$ cat config.mk
export PLATFORM = sky130hd
export DESIGN_NAME = shot_tracer
export DESIGN_NICKNAME = d
export VERILOG_FILES = /design/src/rtl/shot_tracer.sv
export SDC_FILE = /design/constraint.sdc
export NUM_CORES = 1
export LEC_CHECK = 0
export ABC_AREA = 1
export CORE_MARGIN = 2
export CORE_UTILIZATION = 45
export DETAILED_ROUTE_END_ITERATION = 8
export GPL_TIMING_DRIVEN = 0
export PLACE_DENSITY = 0.75
export SLEW_MARGIN = 20
export SYNTH_ARGS = -nofsm -noshare
export SYNTH_HDL_FRONTEND = slang
export SYNTH_SLANG_ARGS = --single-unit
$ cat constraint.sdc
create_clock -name clk -period 4.65 [get_ports clk]
set_clock_uncertainty 0.15 [all_clocks]
set_input_delay 0.6975 -clock clk [delete_from_list [all_inputs] [get_ports clk]]
set_output_delay 0.6975 -clock clk [all_outputs]
set_load 0.1 [all_outputs]
$ cat src/rtl/shot_tracer.sv
// Shot tracer: latches the aim vector on a fire edge and walks the shot across a
// 32x32 field with an integer Bresenham stepper. Optional macro SHOT_BOUNCE_EN
// makes the side walls reflect the shot instead of ending the flight.
module shot_tracer #(
    parameter int STEP_DIV = 4
) (
    input  logic       clk,
    input  logic       reset,
    input  logic       fire,
    input  logic [4:0] x_pos,
    input  logic [4:0] run,
    input  logic [4:0] rise,
    input  logic       dir,
    input  logic [4:0] target_x,
    input  logic [4:0] target_y,
    output logic [4:0] shot_x,
    output logic [4:0] shot_y,
    output logic       busy,
    output logic       hit,
    output logic       miss,
    output logic [1:0] dbg_state
);

    localparam int CW = $clog2(STEP_DIV) + 1;
    localparam logic [CW-1:0] CNT_LAST = CW'(STEP_DIV - 1);

    typedef enum logic [1:0] {
        IDLE   = 2'd0,
        FLIGHT = 2'd1,
        DONE   = 2'd2
    } state_t;

    state_t        state_q;
    logic          fire_q;
    logic [CW-1:0] cnt_q;
    logic [4:0]    x_q, y_q, dx_q, dy_q;
    logic [5:0]    err_q;
    logic          sx_q, xmaj_q;
    logic          busy_q, hit_q, miss_q;

    // Launch-time values derived from the live aim inputs.
    logic [4:0] rise_eff, major_l;

    // One candidate step computed from the current registers.
    logic [5:0] major, minor, err_sum, err_d;
    logic       minor_mv, x_mv, y_mv, x_edge, x_wall;
    logic [4:0] x_d, y_d;
    logic       sx_d, step_miss, step_hit;

    always_comb begin
        rise_eff = (run == 5'd0 && rise == 5'd0) ? 5'd1 : rise;
        major_l  = (run >= rise_eff) ? run : rise_eff;
    end

    always_comb begin
        major    = xmaj_q ? {1'b0, dx_q} : {1'b0, dy_q};
        minor    = xmaj_q ? {1'b0, dy_q} : {1'b0, dx_q};
        err_sum  = err_q + minor;
        minor_mv = (err_sum >= major);
        err_d    = minor_mv ? (err_sum - major) : err_sum;
        x_mv     = xmaj_q | minor_mv;
        y_mv     = ~xmaj_q | minor_mv;
        x_edge   = sx_q ? (x_q == 5'd31) : (x_q == 5'd0);
        x_wall   = x_mv & x_edge;
        sx_d     = sx_q;
        x_d      = x_q;
        if (x_mv && !x_edge) begin
            x_d = sx_q ? (x_q + 5'd1) : (x_q - 5'd1);
        end
`ifdef SHOT_BOUNCE_EN
        // Reflect: flip direction and take the step away from the wall.
        if (x_wall) begin
            sx_d = ~sx_q;
            x_d  = sx_q ? (x_q - 5'd1) : (x_q + 5'd1);
        end
        step_miss = y_mv && (y_q == 5'd31);
`else
        step_miss = (y_mv && (y_q == 5'd31)) || x_wall;
`endif
        y_d      = y_mv ? (y_q + 5'd1) : y_q;
        step_hit = (x_d == target_x) && (y_d == target_y);
    end

    always_ff @(posedge clk) begin
        if (reset) begin
            state_q <= IDLE;
            fire_q  <= 1'b0;
            cnt_q   <= '0;
            x_q     <= 5'd0;
            y_q     <= 5'd0;
            dx_q    <= 5'd0;
            dy_q    <= 5'd0;
            err_q   <= 6'd0;
            sx_q    <= 1'b0;
            xmaj_q  <= 1'b0;
            busy_q  <= 1'b0;
            hit_q   <= 1'b0;
            miss_q  <= 1'b0;
        end else begin
            fire_q <= fire;
            hit_q  <= 1'b0;
            miss_q <= 1'b0;
            case (state_q)
                IDLE: begin
                    if (fire && !fire_q) begin
                        state_q <= FLIGHT;
                        busy_q  <= 1'b1;
                        cnt_q   <= '0;
                        x_q     <= x_pos;
                        y_q     <= 5'd0;
                        dx_q    <= run;
                        dy_q    <= rise_eff;
                        sx_q    <= dir;
                        xmaj_q  <= (run >= rise_eff);
                        err_q   <= {2'b00, major_l[4:1]};
                    end
                end
                FLIGHT: begin
                    if (cnt_q == CNT_LAST) begin
                        cnt_q <= '0;
                        if (step_miss) begin
                            miss_q  <= 1'b1;
                            state_q <= DONE;
                        end else begin
                            x_q   <= x_d;
                            y_q   <= y_d;
                            err_q <= err_d;
                            sx_q  <= sx_d;
                            if (step_hit) begin
                                hit_q   <= 1'b1;
                                state_q <= DONE;
                            end
                        end
                    end else begin
                        cnt_q <= cnt_q + 1'b1;
                    end
                end
                DONE: begin
                    state_q <= IDLE;
                    busy_q  <= 1'b0;
                end
                default: begin
                    state_q <= IDLE;
                    busy_q  <= 1'b0;
                end
            endcase
        end
    end

    assign shot_x    = x_q;
    assign shot_y    = y_q;
    assign busy      = busy_q;
    assign hit       = hit_q;
    assign miss      = miss_q;
    assign dbg_state = state_q;

endmodule

==> out/qor.csv <==
stage;metric;value;unit
drt;wl;7.54;mm
hold_path;worstHoldPathType;reg2reg;
power_and_ir_drop;power.total;2.07;mW
logic_synthesis;ys_types;37;
timing;finalCritPeriodShare;91.3;%
worst_setup_path;max_stage_delay;0.33;ns
timing;drv_slew;0;
grt;grt_antenna_before_repair;0;
logic_synthesis;ys_top_cells_by_area;dfxtp_1 26%, nand2_1 10%, ha_1 9.1%;
final_layout;nets;535;
drt;drc;0;
worst_setup_path;cp_top_family;buffers and inverters;
final_layout;multi_input_area;1820;um2
die;die_w;84.1;um
worst_setup_path;crit_slowest_cell;ha_1;
clocking;h-tree-depth;2;
worst_setup_path;cp_num_buf_inv;7;
final_layout;final_core_util;55.7;%
power_and_ir_drop;power_density;592;nW/um2
logic_synthesis;yosys.area.top_type;dfxtp_1;
grt;grt_pass1_vias;2900;
place;placed_cell_area;3410;um2
drt;dr.pass1.iters;4;
logic_synthesis;synth_nets;486;
timing;worst_pin_slew;0.965;ns
clocking;ctsHoldBuffers;0;
logic_synthesis;synth-edff-count;0;
timing;hold_slack;0.319;ns
final_layout;drive_gt1_share;7.04;%
place;dp_hpwl;5.88;mm
worst_setup_path;crit_top_cell;nand2_1;
clocking;clkTransAtPathRegs;0.09;ns
clocking;cts_root_buffer;clkbuf_8;
drt;drtAntennaViolNets;0;
die;dieHeight;84.1;um
worst_setup_path;crit_type;reg2reg;
power_and_ir_drop;max-vdd-ir-drop;0.325;mV
drt;vias;3037;
logic_synthesis;syn_area;2890;um2
clocking;clock_path_buffers;2;
place;place_congestion;0.893;
clocking;cts_buffers;5;
die;io_pins;44;
die;initial_utilization;46.0;%
timing;hold_viol_final;0;
timing;fin_crit;4.25;ns
place;portBuffers;42;
job;drv_cap;0;
power_and_ir_drop;p_leak;1.59;nW
final_layout;area_growth;21.1;%
grt;grt_usage;21.7;%
final_layout;register_area;741;um2
logic_synthesis;yosysWarnings;0;
worst_setup_path;cp_max_fo;10;
grt;gr-total-overflow;0;
die;dieArea;7080;um2
timing;fmax;236;MHz
grt;grt_pass1_wl;12.8;mm
final_layout;stdcell_area;3500;um2
clocking;cts_tree;done;
die;core;6280;um2
final_layout;n_antenna_cell;0;
timing;slew_headroom;35.4;%
logic_synthesis;synthDominantCellAreaShare;25.6;%
drt;drt-wirelength-per-cell;13.5;um
clocking;clk_latency;0.30;ns
logic_synthesis;syn_inst;433;
clocking;clock-sinks;37;
timing;setup_tns;0;ns
logic_synthesis;synth_sequential_area_ratio;25.6;%
logic_synthesis;ys.flop_type;dfxtp_1;
logic_synthesis;async_flop_share;0;%
worst_setup_path;cp_data_required_time;4.72;ns
timing;rsz0062_at_grt;no;
final_layout;fillers;621;
worst_setup_path;end_kind;register;
drt;drt_iter0_drc;173;
timing;setup_viol;0;
run_status;status;finished, final reports clean;
grt;grt_max_degree;14;
die;row_count;29;
logic_synthesis;ys_ff_latch;37;
worst_setup_path;cp.arrival;4.32;ns
worst_setup_path;critPathLaunchType;register;
logic_synthesis;avgSynthCellArea;6.67;um2
drt;viasPerCell;5.42;
sequential cells by signal (all words and copies together), names as in the netlist:
name and count:
cnt_q 3, busy 1, hit 1, dx_q 5, shot_x 5, shot_y 5
xmaj_q 1, dy_q 5, sx_d 1, fire_q 1, miss 1, err_q 6
dbg_state 2
kinds of logic after synthesis:
family,share of synthesized area (%)
AND/OR/NAND/NOR,29.5
AO/OA/AOI/OAI,19.1
flip-flops,25.6
adder cells (fa/ha/maj),11.2
buffers and inverters,11.3
XOR/XNOR,3.33
cell usage in the layout, fill, tap and decap left out, types with 6 or more instances in the layout:
master | Yosys | layout
nand2_1 | 77 | 77
xnor2_1 | 6 | 6
clkdlybuf4s50_1 | 0 | 42
clkbuf_1 | 8 | 6
dfxtp_1 | 37 | 37
nand4_1 | 14 | 14
ha_1 | 21 | 21
nand3_1 | 27 | 27
inv_1 | 61 | 61
nand2_2 | 6 | 6
a21oi_1 | 31 | 31
nor2_1 | 39 | 39
o21ai_0 | 45 | 45
what timing repair did:
item,CTS,global route
gates resized for setup,0,4
setup endpoints to repair,0,18
buffers inserted,0,0
power by group:
part           leakage [nW]  switching [mW]  internal (mW)
Clock                0.0445           0.137          0.107
Combinational          1.24           0.926          0.481
Sequential            0.304          0.0476          0.373
Total                  1.59            1.11          0.961
per-layer routing:
| metal | vias to the layer above | wire length [um] | GRT usage [%] |
|---|---|---|---|
| li1 | 1546 | - | - |
| met1 | 1399 | 3340 | 26.7 |
| met2 | 81 | 3690 | 38.7 |
| met3 | 11 | 400 | 3.36 |
| met4 | 0 | 105 | 7.18 |
| met5 | - | 0 | 0 |
final cells by class:
| cell class | count | share of cell area [%] |
|---|---|---|
| buffer | 15 | 2.61 |
| clock buffer | 5 | 1.97 |
| clock inverter | 3 | 0.608 |
| inverter | 63 | 6.76 |
| multi-input combinational | 318 | 52.1 |
| sequential | 37 | 21.2 |
| tap | 77 | 2.75 |
| timing repair buffer | 42 | 12.0 |
metrics by stage:
stage / instances / setup slack (ns)
2_1_floorplan: 433 / 0.867
3_3_place_gp: 552 / 0.313
6_report: 560 / 0.405
4_1_cts: 560 / 0.155
3_5_place_dp: 552 / 0.199
5_1_grt: 560 / 0.0580
Yosys cell counts (2+ instances only):
cell and number:
xnor2_1 6, ha_1 21, buf_4 2, nand2_1 77, nor2_1 39, nand4_1 14
o21ai_1 5, o21ai_2 2, a22oi_1 2, a21oi_1 31, buf_6 3, o211ai_1 2
nor3_1 5, nand3_1 27, o32ai_1 4, inv_1 61, nor2_2 4, xor2_1 5
nand2_4 2, buf_2 2, clkbuf_1 8, clkinv_1 2, o21ai_0 45, dfxtp_1 37
nand3b_1 5, fa_1 3, nand2_2 6, o2111ai_1 4
path summary, 6_finish.rpt:
| path | depth (start not counted) | slack (ns) | start | endpoint |
|---|---|---|---|---|
| max | 26 | 0.40 | xmaj_q | shot_x[0] |
| min | 1 | 0.32 | cnt_q[0] | cnt_q[0] |
| max reg2reg | 26 | 0.40 | xmaj_q | shot_x[0] |
| min reg2reg | 1 | 0.32 | cnt_q[0] | cnt_q[0] |
Power figures use the tool's default switching activity.
